### src/rtl/ctrl_pkg.sv
// Shared encodings for the multicycle control unit: states, opcode/funct values,
// ALU codes, mux selects, exception causes and the per-state Moore output table.
package ctrl_pkg;

    typedef enum logic [4:0] {
        S_RESET     = 5'd0,
        S_FETCH0    = 5'd1,
        S_FETCHW    = 5'd2,
        S_FETCH2    = 5'd3,
        S_DECODE    = 5'd4,
        S_R_EXEC    = 5'd5,
        S_R_WB      = 5'd6,
        S_ADDI_EXEC = 5'd7,
        S_ADDI_WB   = 5'd8,
        S_MEM_ADDR  = 5'd9,
        S_LW_RD     = 5'd10,
        S_LW_W      = 5'd11,
        S_LW_WB     = 5'd12,
        S_SW_WR     = 5'd13,
        S_BRANCH    = 5'd14,
        S_JUMP      = 5'd15,
        S_EXC       = 5'd16
    } state_e;

    localparam logic [5:0] OP_R    = 6'h00;
    localparam logic [5:0] OP_J    = 6'h02;
    localparam logic [5:0] OP_BEQ  = 6'h04;
    localparam logic [5:0] OP_BNE  = 6'h05;
    localparam logic [5:0] OP_ADDI = 6'h08;
    localparam logic [5:0] OP_LW   = 6'h23;
    localparam logic [5:0] OP_SW   = 6'h2B;

    localparam logic [5:0] FN_ADD = 6'h20;
    localparam logic [5:0] FN_SUB = 6'h22;
    localparam logic [5:0] FN_AND = 6'h24;

    localparam logic [2:0] ULA_NONE = 3'b000;
    localparam logic [2:0] ULA_ADD  = 3'b001;
    localparam logic [2:0] ULA_SUB  = 3'b010;
    localparam logic [2:0] ULA_AND  = 3'b011;
    localparam logic [2:0] ULA_CMP  = 3'b111;

    localparam logic [2:0] M1_PC     = 3'd0;
    localparam logic [2:0] M1_ALUOUT = 3'd1;
    localparam logic [2:0] M2_RT     = 3'd0;
    localparam logic [2:0] M2_RD     = 3'd1;
    localparam logic [2:0] M3_MEM    = 3'd0;
    localparam logic [2:0] M3_ALUOUT = 3'd1;
    localparam logic [2:0] M4_PC     = 3'd0;
    localparam logic [2:0] M4_A      = 3'd1;
    localparam logic [2:0] M5_B      = 3'd0;
    localparam logic [2:0] M5_IMM    = 3'd1;
    localparam logic [2:0] M5_IMMSH  = 3'd2;
    localparam logic [2:0] M5_FOUR   = 3'd3;
    localparam logic [2:0] M13_ALU   = 3'd0;
    localparam logic [2:0] M13_AOUT  = 3'd1;
    localparam logic [2:0] M13_JUMP  = 3'd2;
    localparam logic [2:0] M13_EXC   = 3'd3;

    localparam logic [1:0] EXC_NONE  = 2'b00;
    localparam logic [1:0] EXC_BADOP = 2'b01;
    localparam logic [1:0] EXC_OVF   = 2'b10;

    typedef struct packed {
        logic       pc_w;
        logic [2:0] mux1;
        logic       mem_w;
        logic       ir_w;
        logic [2:0] mux2;
        logic [2:0] mux3;
        logic       reg_w;
        logic       a_w;
        logic       b_w;
        logic [2:0] mux4;
        logic [2:0] mux5;
        logic [2:0] ula;
        logic       aluout_w;
        logic [2:0] mux13;
        logic       epc_w;
    } ctrl_out_t;

    // Moore output table; the branch PC write is added outside since it depends on Igual.
    function automatic ctrl_out_t state_outputs(input state_e st, input logic [2:0] r_ula);
        ctrl_out_t o;
        o = '0;
        case (st)
            S_FETCH0, S_FETCHW: begin
                o.mux1 = M1_PC;  o.mux4 = M4_PC;  o.mux5 = M5_FOUR;  o.ula = ULA_ADD;
            end
            S_FETCH2: begin
                o.ir_w = 1'b1;  o.pc_w = 1'b1;  o.mux13 = M13_ALU;
            end
            S_DECODE: begin
                o.a_w = 1'b1;  o.b_w = 1'b1;  o.mux4 = M4_PC;  o.mux5 = M5_IMMSH;
                o.ula = ULA_ADD;  o.aluout_w = 1'b1;
            end
            S_R_EXEC: begin
                o.mux4 = M4_A;  o.mux5 = M5_B;  o.ula = r_ula;  o.aluout_w = 1'b1;
            end
            S_R_WB: begin
                o.reg_w = 1'b1;  o.mux2 = M2_RD;  o.mux3 = M3_ALUOUT;
            end
            S_ADDI_EXEC, S_MEM_ADDR: begin
                o.mux4 = M4_A;  o.mux5 = M5_IMM;  o.ula = ULA_ADD;  o.aluout_w = 1'b1;
            end
            S_ADDI_WB: begin
                o.reg_w = 1'b1;  o.mux2 = M2_RT;  o.mux3 = M3_ALUOUT;
            end
            S_LW_RD, S_LW_W: begin
                o.mux1 = M1_ALUOUT;
            end
            S_LW_WB: begin
                o.mux1 = M1_ALUOUT;  o.reg_w = 1'b1;  o.mux2 = M2_RT;  o.mux3 = M3_MEM;
            end
            S_SW_WR: begin
                o.mux1 = M1_ALUOUT;  o.mem_w = 1'b1;
            end
            S_BRANCH: begin
                o.mux4 = M4_A;  o.mux5 = M5_B;  o.ula = ULA_CMP;  o.mux13 = M13_AOUT;
            end
            S_JUMP: begin
                o.pc_w = 1'b1;  o.mux13 = M13_JUMP;
            end
            S_EXC: begin
                o.mux4 = M4_PC;  o.mux5 = M5_FOUR;  o.ula = ULA_SUB;  o.epc_w = 1'b1;
                o.pc_w = 1'b1;  o.mux13 = M13_EXC;
            end
            default: o = '0;
        endcase
        return o;
    endfunction

endpackage

### src/rtl/alu_ctrl_decode.sv
// Combinational R-type funct decode into the ALU operation code.
module alu_ctrl_decode
    import ctrl_pkg::*;
(
    input  logic [5:0] funct_i,
    output logic [2:0] ula_sel_o,
    output logic       valid_funct_o
);

    // funct to ALU code; unsupported functs report invalid with a null op
    always_comb begin
        ula_sel_o     = ULA_NONE;
        valid_funct_o = 1'b0;
        case (funct_i)
            FN_ADD: begin ula_sel_o = ULA_ADD; valid_funct_o = 1'b1; end
            FN_SUB: begin ula_sel_o = ULA_SUB; valid_funct_o = 1'b1; end
            FN_AND: begin ula_sel_o = ULA_AND; valid_funct_o = 1'b1; end
            default: begin ula_sel_o = ULA_NONE; valid_funct_o = 1'b0; end
        endcase
    end

endmodule

### src/rtl/control_unit.sv
// Multicycle CPU control FSM: sequences fetch/decode/execute and drives every
// datapath select and write enable from registered Moore outputs.
module control_unit
    import ctrl_pkg::*;
#(
    parameter int MEM_WAIT = 1,
    parameter int ST_W     = 5
) (
    input  logic            clk,
    input  logic            reset,
    input  logic [5:0]      opcode,
    input  logic [5:0]      funct,
    input  logic            Overflow,
    input  logic            Igual,
    output logic            PC_w,
    output logic [2:0]      mux1_s,
    output logic            memoria_w,
    output logic            IR_control,
    output logic [2:0]      mux2_s,
    output logic [2:0]      mux3_s,
    output logic            reg_w,
    output logic            a_w,
    output logic            b_w,
    output logic [2:0]      mux4_s,
    output logic [2:0]      mux5_s,
    output logic [2:0]      ula_selector,
    output logic            ALUOut_w,
    output logic [2:0]      mux13_s,
    output logic            epc_w,
    output logic [1:0]      exc_cause,
    output logic [ST_W-1:0] state_out
);

    localparam int CW = (MEM_WAIT > 1) ? $clog2(MEM_WAIT) : 1;
    localparam logic [CW-1:0] WAIT_LAST = CW'(MEM_WAIT - 1);

    state_e     state_q, state_d;
    logic [CW-1:0] wait_q, wait_d;
    logic [1:0] cause_q, cause_d;
    ctrl_out_t  outs_q, outs_d;
    logic [2:0] ula_dec_s;
    logic       valid_funct_s;
    logic       r_arith_s;
    logic       branch_take_s;

    alu_ctrl_decode u_alu_ctrl_decode (
        .funct_i       (funct),
        .ula_sel_o     (ula_dec_s),
        .valid_funct_o (valid_funct_s)
    );

    assign r_arith_s = (ula_dec_s == ULA_ADD) || (ula_dec_s == ULA_SUB);

    // Next-state, wait-counter and exception-cause logic; outputs follow the next state
    always_comb begin
        state_d = state_q;
        wait_d  = wait_q;
        cause_d = cause_q;
        case (state_q)
            S_RESET:  state_d = S_FETCH0;
            S_FETCH0: begin
                wait_d = '0;
                if (MEM_WAIT == 0) state_d = S_FETCH2;
                else               state_d = S_FETCHW;
            end
            S_FETCHW: begin
                if (wait_q == WAIT_LAST) begin
                    wait_d  = '0;
                    state_d = S_FETCH2;
                end else begin
                    wait_d  = wait_q + CW'(1);
                end
            end
            S_FETCH2: state_d = S_DECODE;
            S_DECODE: begin
                case (opcode)
                    OP_R: begin
                        if (valid_funct_s) begin
                            state_d = S_R_EXEC;
                        end else begin
                            state_d = S_EXC;
                            cause_d = EXC_BADOP;
                        end
                    end
                    OP_ADDI:      state_d = S_ADDI_EXEC;
                    OP_LW, OP_SW: state_d = S_MEM_ADDR;
                    OP_BEQ, OP_BNE: state_d = S_BRANCH;
                    OP_J:         state_d = S_JUMP;
                    default: begin
                        state_d = S_EXC;
                        cause_d = EXC_BADOP;
                    end
                endcase
            end
            S_R_EXEC: begin
                if (Overflow && r_arith_s) begin
                    state_d = S_EXC;
                    cause_d = EXC_OVF;
                end else begin
                    state_d = S_R_WB;
                end
            end
            S_ADDI_EXEC: begin
                if (Overflow) begin
                    state_d = S_EXC;
                    cause_d = EXC_OVF;
                end else begin
                    state_d = S_ADDI_WB;
                end
            end
            S_MEM_ADDR: begin
                if (opcode == OP_LW) state_d = S_LW_RD;
                else                 state_d = S_SW_WR;
            end
            S_LW_RD: begin
                wait_d = '0;
                if (MEM_WAIT == 0) state_d = S_LW_WB;
                else               state_d = S_LW_W;
            end
            S_LW_W: begin
                if (wait_q == WAIT_LAST) begin
                    wait_d  = '0;
                    state_d = S_LW_WB;
                end else begin
                    wait_d  = wait_q + CW'(1);
                end
            end
            S_R_WB, S_ADDI_WB, S_LW_WB, S_SW_WR, S_BRANCH, S_JUMP, S_EXC:
                state_d = S_FETCH0;
            default: state_d = S_RESET;
        endcase
        outs_d = state_outputs(state_d, ula_dec_s);
    end

    // State, counter, cause and output registers with synchronous active-low reset
    always_ff @(posedge clk) begin
        if (!reset) begin
            state_q <= S_RESET;
            wait_q  <= '0;
            cause_q <= EXC_NONE;
            outs_q  <= '0;
        end else begin
            state_q <= state_d;
            wait_q  <= wait_d;
            cause_q <= cause_d;
            outs_q  <= outs_d;
        end
    end

    // Branch PC write is the only Mealy output: IR holds the opcode, Igual is live
    assign branch_take_s = (state_q == S_BRANCH) &&
                           (((opcode == OP_BEQ) && Igual) || ((opcode == OP_BNE) && !Igual));

    assign PC_w         = outs_q.pc_w | branch_take_s;
    assign mux1_s       = outs_q.mux1;
    assign memoria_w    = outs_q.mem_w;
    assign IR_control   = outs_q.ir_w;
    assign mux2_s       = outs_q.mux2;
    assign mux3_s       = outs_q.mux3;
    assign reg_w        = outs_q.reg_w;
    assign a_w          = outs_q.a_w;
    assign b_w          = outs_q.b_w;
    assign mux4_s       = outs_q.mux4;
    assign mux5_s       = outs_q.mux5;
    assign ula_selector = outs_q.ula;
    assign ALUOut_w     = outs_q.aluout_w;
    assign mux13_s      = outs_q.mux13;
    assign epc_w        = outs_q.epc_w;
    assign exc_cause    = cause_q;
    assign state_out    = ST_W'(state_q);

endmodule

### config.mk
export PLATFORM = sky130hd
export DESIGN_NAME = control_unit
export DESIGN_NICKNAME = d
export VERILOG_FILES = /design/src/rtl/ctrl_pkg.sv /design/src/rtl/alu_ctrl_decode.sv /design/src/rtl/control_unit.sv
export SDC_FILE = /design/constraint.sdc
export NUM_CORES = 1
export LEC_CHECK = 0
export ABC_AREA = 1
export BUFFER_PORTS_ARGS = -buffer_cell sky130_fd_sc_hd__buf_2
export CAP_MARGIN = 10
export CORE_MARGIN = 1.5
export CORE_UTILIZATION = 51
export CTS_CLUSTER_SIZE = 25
export DETAILED_ROUTE_END_ITERATION = 7
export PLACE_DENSITY = 0.86
export SLEW_MARGIN = 20
export SYNTH_ARGS = -nofsm -noshare
export SYNTH_HDL_FRONTEND = slang
export SYNTH_HIERARCHICAL = 1
export SYNTH_SLANG_ARGS = --single-unit
### constraint.sdc
create_clock -name clk -period 2.32 [get_ports clk]
set_input_delay 0.464 -clock clk [delete_from_list [all_inputs] [get_ports clk]]
set_output_delay 0.464 -clock clk [all_outputs]
set_load 0.01 [all_outputs]
==> summary.txt, run 1 <==
Status
  • Outcome: finished clean

Worst setup path
  • CP Launch Type: input port
  • Crit Path Max Fanout: 6
  • Setup CP Type: in2reg
  • Critical Path RT: 2.56 ns
  • Arr. time, crit path: 2.21 ns
  • Slowest cell on the critical path: nor2_1
  • WP buf/inv: 4
  • Cell mode on critical path: nand2_1
  • Cell breakdown of the critical path: buf_2 > nor2_2 > inv_1 > nor2_1 > nor2_1 > nor2_1 > nand2_1 > nand2_2 > nand2_1 > a21oi_2 > nand2_2 > nand2_2 > nor2_2 > nor2_4 > inv_2 > nor2_2 > nand2_1 > nand2_1 > inv_1
  • Critical path's largest stage delay: 0.18 ns
  • Delay-heaviest family, CP: simple AND/OR/NAND/NOR gates
  • Reg2Reg Setup Slack: 0.44 ns
  • Crit end category: flip-flop

Flow run
  • Maxcap violations: 0

Synthesis
  • Top cells by count, synth: nor2_1, nand2_1, inv_1
  • Post-synth EDFFs: 0
  • Commonest register cell after synthesis: dfxtp_1
  • Count of cell types in the netlist: 28
  • Synth async-reset ratio: 0%
  • Synthesized flop and latch total: 25
  • Post-synth top area share: 29.76%
  • Most common cell in the netlist: nor2_1
  • Warnings from Yosys: 6
  • Avg Inst Size Synth: 6.781 sq um
  • Ranking of synthesized cells by area: dfxtp_1, buf_4, nor2_1, nand2_1, nand3_1
  • Cell taking the most area after synthesis: dfxtp_1
  • Register area share after synthesis: 29.76%
  • Synth Instances: 248
  • Mapped Area: 1682 sq um

STA
  • Clk_skew: 0.007648 ns
  • Crit share post-route: 85.03%
  • Final setup fails: 0
  • Clock period minus worst slack: 1.973 ns
  • Slew Viols, Final: 0
  • FMAX: 506.9 MHz
  • Final setup margin: 0.3474 ns
  • RSZ-0062 raised after global routing: false
  • Final hold violations: 0

Drt
  • WL/cell: 9.858 microns
  • Vias: 1520
  • First DRT Iteration DRCs: 44
  • Vias per Instance: 4.706
  • Routed Antenna Nets: 0
  • Final WL: 3184 microns
  • First drt pass iteration count: 4
  • Drc violations: 0

Floorplanning
  • Core Area: 3103 sq um
  • Starting density of the core: 54.19%
  • Top Ports: 52
  • Num rows: 20
  • Die X: 60.42 microns
  • Die Height: 60.42 microns
  • Full die area: 3651 sq um

Place
  • HPWL after DPL: 2652 microns
  • Placer Congestion: 0.9087
  • Setup WS pre-CTS: -0.005448 ns
  • Placed Cells: 319
  • PortBufs: 41
  • Area post-placement: 1807 sq um

CTS
  • Post-cts resize count: 0
  • Post-CTS setup buffer count: 0
  • Skew-Pair Late Insertion Delay: 0.32 ns
  • Hold-fix buffers, CTS: 0
  • TritonCTS Sinks: 25
  • H-tree Lvls: 1
  • Reg clk slew, reported paths: 0.13 ns
  • CTS tree: built
  • CTS root buf: clkbuf_4
  • CTS Buf Count: 3
  • Clk buf depth: 2

Layout
  • FF+latch area: 500.5 sq um
  • Fill cells: 332
  • # diodes: 0
  • Post-route insts no fill: 323
  • Post-Layout Inst Area: 1837 sq um
  • Syn-to-layout area delta: 9.226%
  • NumNets Final: 296
  • Multi-input gate area: 899.6 sq um
  • Fraction of layout cells with a size suffix above 1: 34.05%

Power and ir drop
  • Power Total: 1.212 mW
  • Comb pwr share: 41.8%
  • Worst IR Drop VDD: 224.3 uV
  • Switching portion of total power: 40.18%
  • Static leakage: 1.017 nW
  • Pwr/cell area: 659.6 nW/um^2
  • Clock Power Share: 16.6%
  • P_int: 0.7248 mW
  • Flop pwr share: 41.6%
  • Sw Pwr: 0.4868 mW

GRT
  • Largest net degree at the start of global routing: 16
  • Initial antenna violation count: 0
  • Vias in the first global route: 1384
  • Gr usage total: 20.23%
  • First-pass GRT wire length: 5761 microns
  • Total congestion overflow: 0

Min path
  • Hold WC Path Type: in2reg
==> sequential cells by signal, indices dropped and copies added (netlist names), 2 cells and up <==
name	cells
state_out	5
ula_selector	3
exc_cause	2
mux13_s	2
mux5_s	2
==> kinds of logic (layout without fill, tap and decap cells) <==
| kind of cell | Yosys count | in the layout | synth area share, % |
|---|---|---|---|
| and+or+nand+nor | 145 | 145 | 45.39 |
| buffers and inverters | 61 | 83 | 18.75 |
| DFF | 25 | 25 | 29.76 |
| AOI/OAI and AO/OA | 15 | 15 | 5.655 |
| other | 2 | 11 | 0.4466 |
==> cell usage in the layout (no fill, tap or decap), types with 4 or more instances in the layout <==
cell / netlist / routed
nand2_1: 37 / 37
nand4_1: 4 / 4
inv_1: 27 / 27
nand2_2: 11 / 11
nor2_1: 41 / 41
nand3_1: 23 / 23
conb_1: 2 / 11
nor2_4: 10 / 10
a21oi_1: 6 / 6
buf_2: 0 / 41
dfxtp_1: 25 / 25
nor2_2: 10 / 10
inv_2: 10 / 10
==> worst register-to-register path, delay by kind of cell, from the launching register on <==
kind	cells	cell delay (ns)
DFF	1	0.45
and+or+nand+nor	12	1.07
buffers and inverters	5	0.27
==> power groups by stage <==
stage          clock network [mW]  registers, mW  logic [mW]
2_1_floorplan                   0          0.523       0.419
3_3_place_gp                    0          0.514       0.496
3_5_place_dp                    0          0.514       0.503
4_1_cts                     0.199          0.504       0.507
5_1_grt                     0.221          0.512       0.568
6_report                    0.201          0.504       0.507
==> layer usage <==
layer | vias to the layer above | share of wire [%] | GRT usage, %
met5 | - | 0 | 0
met2 | 50 | 46 | 34.01
met3 | 8 | 5.6 | 3.198
met4 | 0 | 2.3 | 7.143
met1 | 662 | 46 | 26.36
li1 | 800 | - | -
==> through the flow <==
stage	util (%)	TNS, ns	hold WS (ns)
floorplan	-	0	0.5309
global placement	58.23	0	0.4821
detailed placement	58.23	-0.005448	0.4880
CTS	59.19	0	0.4318
global route	59.19	0	0.4185
finish	59.19	0	0.4323
==> path summary, 6_finish.rpt <==
kind                                                 from                   endpoint  cells after the start
worst max-delay path                             funct[0]       mux4_s[0]$_SDFF_PN0_                     19
worst min-delay path                                reset       mux4_s[0]$_SDFF_PN0_                      3
worst max register to register    state_out[2]$_SDFF_PN0_       mux4_s[0]$_SDFF_PN0_                     17
worst min register to register  exc_cause[1]$_SDFFE_PN0P_  exc_cause[1]$_SDFFE_PN0P_                      2
==> layout make-up <==
type / instances / area share, %
Multi-Input combinational cell: 171 / 48.98
Sequential cell: 25 / 27.25
Timing Repair Buffer: 42 / 11.58
Inverter: 37 / 7.561
Tap cell: 44 / 2.997
Clock buffer: 3 / 1.226
Clock inverter: 1 / 0.4087
No activity file was read; power rests on OpenSTA's default activity.
==> run 2: changes to the inputs <==
--- a/config.mk
+++ b/config.mk
@@ -13,6 +13,7 @@
 export CTS_CLUSTER_SIZE = 25
 export DETAILED_ROUTE_END_ITERATION = 7
 export PLACE_DENSITY = 0.86
+export REMOVE_ABC_BUFFERS = 1
 export SLEW_MARGIN = 20
 export SYNTH_ARGS = -nofsm -noshare
 export SYNTH_HDL_FRONTEND = slang
==> run 2 against run 1 <==
Net effect:
- first-iteration DRC count rose by 20%
- clock skew down 0.0051 ns
- critical path depth unchanged
- register-to-register slack lost 0.04 ns
- setup slack got worse by 0.019 ns
- design area is 0.54% lower
- final cell count is 0.31% lower
- clock-buffer cell count unchanged
- sequential share of layout area grew 0.15 points
- utilization down 0.32 points
- maximum frequency is 0.96% lower
- critical path type unchanged
==> summary.txt, run 2 (synthesis results as in run 1) <==
Place
  • Placer Congestion: 0.8676
  • PortBufs: 41
  • HPWL after DPL: 2589 microns

CTS
  • CTS root buf: clkbuf_4
  • Reg clk slew, reported paths: 0.12 ns
  • H-tree Lvls: 1
  • Clk buf depth: 2
  • Hold-fix buffers, CTS: 0
  • TritonCTS Sinks: 25
  • CTS tree: built
  • CTS Buf Count: 3
  • Post-CTS setup buffer count: 0
  • Skew-Pair Late Insertion Delay: 0.31 ns
  • Post-cts resize count: 0

Drt
  • WL/cell: 9.730 microns
  • First DRT Iteration DRCs: 53
  • Drc violations: 0
  • Final WL: 3133 microns
  • Vias per Instance: 4.801
  • Routed Antenna Nets: 0
  • Vias: 1546
  • First drt pass iteration count: 4

STA
  • Final Hold Slack: 0.4481 ns
  • Final hold violations: 0
  • Crit share post-route: 85.85%
  • Setup TNS: 0 ns
  • Clk_skew: 0.002519 ns
  • RSZ-0062 raised after global routing: false
  • Final setup fails: 0
  • FMAX: 502.1 MHz
  • Slew Viols, Final: 0
  • Clock period minus worst slack: 1.992 ns

Floorplanning
  • Die Height: 60.42 microns
  • Core Area: 3103 sq um
  • Full die area: 3651 sq um
  • Starting density of the core: 54.19%
  • Die X: 60.42 microns
  • Top Ports: 52
  • Num rows: 20

Flow run
  • Maxcap violations: 0

Layout
  • NumNets Final: 295
  • Max reg flops: 5
  • Layout Utilization: 58.87%
  • Fraction of layout cells with a size suffix above 1: 33.81%
  • # diodes: 0
  • Syn-to-layout area delta: 8.631%
  • Most frequent cells in the layout: nor2_1, buf_2, nand2_1

GRT
  • Largest net degree at the start of global routing: 16
  • Total congestion overflow: 0
  • Gr usage total: 18.72%
  • Vias in the first global route: 1291
  • First-pass GRT wire length: 5326 microns
  • Initial antenna violation count: 0

Worst setup path
  • Critical Path RT: 2.55 ns
  • Crit Path Max Fanout: 6
  • Setup CP Type: in2reg
  • Arr. time, crit path: 2.22 ns
  • CP Launch Type: input port
  • Crit end category: flip-flop

Power and ir drop
  • Worst IR Drop VDD: 198.0 uV
  • Power Total: 1.195 mW
  • Static leakage: 1.015 nW
  • Pwr/cell area: 654.3 nW/um^2

Status
  • Outcome: finished clean

Min path
  • Hold WC Path Type: in2reg
## run 2: power by group
part           internal, mW  leakage (nW)  switching [mW]
combinational         0.181         0.794           0.326
clock                0.0644        0.0177           0.120
sequential            0.477         0.203          0.0269
total                 0.722          1.02           0.473
## run 2: area by class of cell
type / instances / area, sq um
Inverter: 37 / 138.9
Clock inverter: 1 / 5.005
Clock buffer: 3 / 22.52
Fill cell: 309 / 1276
Sequential cell: 25 / 500.5
Timing Repair Buffer: 41 / 205.2
Multi-Input combinational cell: 171 / 899.6
Tap cell: 44 / 55.05
## run 2: final timing paths
| kind | startpoint | end | slack [ns] | cells past startpoint |
|---|---|---|---|---|
| min reg2reg | exc_cause[1]$_SDFFE_PN0P_ | exc_cause[1]$_SDFFE_PN0P_ | 0.52 | 2 |
| min | reset | exc_cause[0]$_SDFFE_PN0P_ | 0.45 | 3 |
| max | funct[0] | mux4_s[0]$_SDFF_PN0_ | 0.33 | 19 |
| max reg2reg | state_out[4]$_SDFF_PN0_ | mux4_s[0]$_SDFF_PN0_ | 0.40 | 15 |
## run 2: critical path: stages
cell,delay (ns)
buf_2,0.11
nor2_2,0.13
inv_1,0.05
nor2_1,0.19
nor2_1,0.06
nor2_1,0.12
nand2_1,0.08
nand2_2,0.14
nand2_1,0.08
a21oi_2,0.14
nand2_2,0.10
nand2_2,0.11
nor2_2,0.05
nor2_4,0.11
inv_2,0.05
nor2_2,0.09
nand2_1,0.06
nand2_1,0.05
inv_1,0.03
## run 2: metal layers
metal  vias to the layer above  global-route usage, %  routed length (microns)
met5                         -                      0                        0
met4                         0                  5.590                       43
met3                         7                  1.919                      243
met2                        67                  31.06                     1418
met1                       674                  25.77                     1427
li1                        798                      -                        -
## run 2: metrics by stage
step	cells	worst slack, ns	cell area [sq um]
global route	322	0.04708	1827
CTS	322	0.3399	1827
finish	322	0.3283	1827
global placement	318	0.1050	1799
floorplan	233	0.3180	1539
detailed placement	318	0.009700	1799
==> run 3: changes to the inputs <==
--- a/config.mk
+++ b/config.mk
@@ -9,10 +9,11 @@
 export BUFFER_PORTS_ARGS = -buffer_cell sky130_fd_sc_hd__buf_2
 export CAP_MARGIN = 10
 export CORE_MARGIN = 1.5
-export CORE_UTILIZATION = 51
+export CORE_UTILIZATION = 53
+export CTS_BUF_LIST = sky130_fd_sc_hd__clkbuf_8
 export CTS_CLUSTER_SIZE = 25
 export DETAILED_ROUTE_END_ITERATION = 7
-export PLACE_DENSITY = 0.86
+export PLACE_DENSITY = 0.88
 export REMOVE_ABC_BUFFERS = 1
 export SLEW_MARGIN = 20
 export SYNTH_ARGS = -nofsm -noshare
==> run 3 against run 2 <==
Net effect:
- die area down 3.6%
- first-iteration DRC count up 3.8%
- via count down 0.71%
- design area up 1.2%
- combinational power about the same
==> summary.txt, run 3 (synthesis results as in run 1) <==
CTS
  • CTS Buf Count: 3
  • Skew-Pair Late Insertion Delay: 0.26 ns
  • H-tree Lvls: 1
  • Post-cts resize count: 0
  • Reg clk slew, reported paths: 0.08 ns
  • TritonCTS Sinks: 25
  • CTS root buf: clkbuf_8
  • Hold-fix buffers, CTS: 0
  • CTS tree: built
  • Post-CTS setup buffer count: 0
  • Clk buf depth: 2

Worst setup path
  • WP buf/inv: 3
  • Crit Path Max Fanout: 6
  • Crit end category: flip-flop
  • Setup CP Type: in2reg
  • Delay-heaviest family, CP: simple AND/OR/NAND/NOR gates
  • Slowest cell on the critical path: nand2_2
  • CP Launch Type: input port
  • Critical path's largest stage delay: 0.14 ns
  • Arr. time, crit path: 2.20 ns
  • Critical Path RT: 2.49 ns
  • Cell breakdown of the critical path: buf_2 > nor2_2 > nand3_1 > nand2_1 > nor2_1 > nor2_1 > nand2_1 > nand2_2 > nand2_1 > a21oi_2 > nand2_2 > nand2_2 > nor2_2 > nor2_4 > inv_2 > nor2_2 > nand2_1 > nand2_1 > inv_1
  • Cell mode on critical path: nand2_1

Place
  • Placed Cells: 318
  • Setup WS pre-CTS: 0.01626 ns
  • PortBufs: 41
  • HPWL after DPL: 2639 microns
  • Placer Congestion: 0.8855
  • Area post-placement: 1799 sq um

Drt
  • Vias per Instance: 4.767
  • Final WL: 3189 microns
  • Vias: 1535
  • Routed Antenna Nets: 0
  • First drt pass iteration count: 4
  • First DRT Iteration DRCs: 55
  • Drc violations: 0
  • WL/cell: 9.904 microns

STA
  • RSZ-0062 raised after global routing: false
  • FMAX: 492.1 MHz
  • Clock period minus worst slack: 2.032 ns
  • Final setup fails: 0
  • Crit share post-route: 87.60%
  • Setup TNS: 0 ns
  • Final hold violations: 0
  • Slew Viols, Final: 0
  • Final setup margin: 0.2877 ns
  • Clk_skew: 0.006208 ns

Power and ir drop
  • Comb pwr share: 40.1%
  • Worst IR Drop VDD: 302.0 uV
  • Pwr/cell area: 683.4 nW/um^2
  • Flop pwr share: 40.0%
  • Switching portion of total power: 38.44%
  • Static leakage: 1.023 nW
  • Clock Power Share: 19.9%
  • Sw Pwr: 0.4854 mW
  • P_int: 0.7775 mW

Layout
  • Most common cell after layout, fill and taps aside: buf_2
  • Post-Layout Inst Area: 1848 sq um
  • Most frequent cells in the layout: buf_2, nor2_1, nand2_1
  • Post-route insts no fill: 322
  • Max reg flops: 5
  • # diodes: 0
  • Syn-to-layout area delta: 9.896%
  • Layout Utilization: 61.03%
  • Fill cells: 301
  • NumNets Final: 295
  • Fraction of layout cells with a size suffix above 1: 34.17%

Status
  • Outcome: finished clean

GRT
  • Vias in the first global route: 1231
  • Total congestion overflow: 0
  • GRT Max-Usage Layer: met2
  • Met3 usage: 2.838%
  • Initial antenna violation count: 0
  • Met2 GRT Util: 31.08%
  • Gr usage total: 19.19%
  • Met1 GRT Util: 26.08%
  • First-pass GRT wire length: 5181 microns
  • Largest net degree at the start of global routing: 16

Floorplanning
  • Die Height: 59.33 microns
  • Core Area: 3028 sq um
  • Full die area: 3520 sq um
  • Top Ports: 52
  • Starting density of the core: 55.54%
  • Num rows: 20
  • Die X: 59.33 microns

Min path
  • Hold WC Path Type: in2reg

Flow run
  • Maxcap violations: 0
==> run 3: cell counts in the layout (fill, tap and decap cells not counted) <==
No cell type changed its count.
==> run 3: worst paths after layout <==
check	depth (start not counted)	slack (ns)	startpoint	end
max	19	0.29	funct[4]	mux4_s[0]$_SDFF_PN0_
min	3	0.51	reset	mux4_s[0]$_SDFF_PN0_
max reg2reg	15	0.37	state_out[4]$_SDFF_PN0_	mux4_s[0]$_SDFF_PN0_
min reg2reg	2	0.51	exc_cause[1]$_SDFFE_PN0P_	exc_cause[1]$_SDFFE_PN0P_
==> run 3: metrics by stage <==
step           hold slack, ns  total power, mW
5_1_grt                0.5114            1.346
6_report               0.5091            1.263
2_1_floorplan          0.5309           0.8954
3_3_place_gp           0.4810            1.010
4_1_cts                0.4961            1.264
3_5_place_dp           0.4959            1.018
==> run 3: worst min-delay path: stages <==
cell and delay, ns:
buf_2 0.16, nand2_1 0.08, inv_1 0.03
==> run 3: cell type report <==
class	instances	area, sq um	share of cell area, %
multi-input combinational	171	902.1	48.82
sequential	25	500.5	27.08
timing repair buffer	41	205.2	11.10
inverter	37	138.9	7.515
tap	44	55.05	2.979
clock buffer	3	41.29	2.234
clock inverter	1	5.005	0.2708
==> run 3: per-layer routing <==
layer	wire, microns	vias to the layer above
met3	198	5
met2	1435	63
met1	1492	670
li1	-	797
met4	61	0
met5	0	-
==> run 3: power by group through the flow <==
stage	sequential, mW	clock (mW)	combinational, mW
floorplan	0.538	0	0.358
global placement	0.515	0	0.495
detailed placement	0.515	0	0.503
CTS	0.504	0.254	0.505
global route	0.511	0.270	0.566
finish	0.505	0.252	0.507
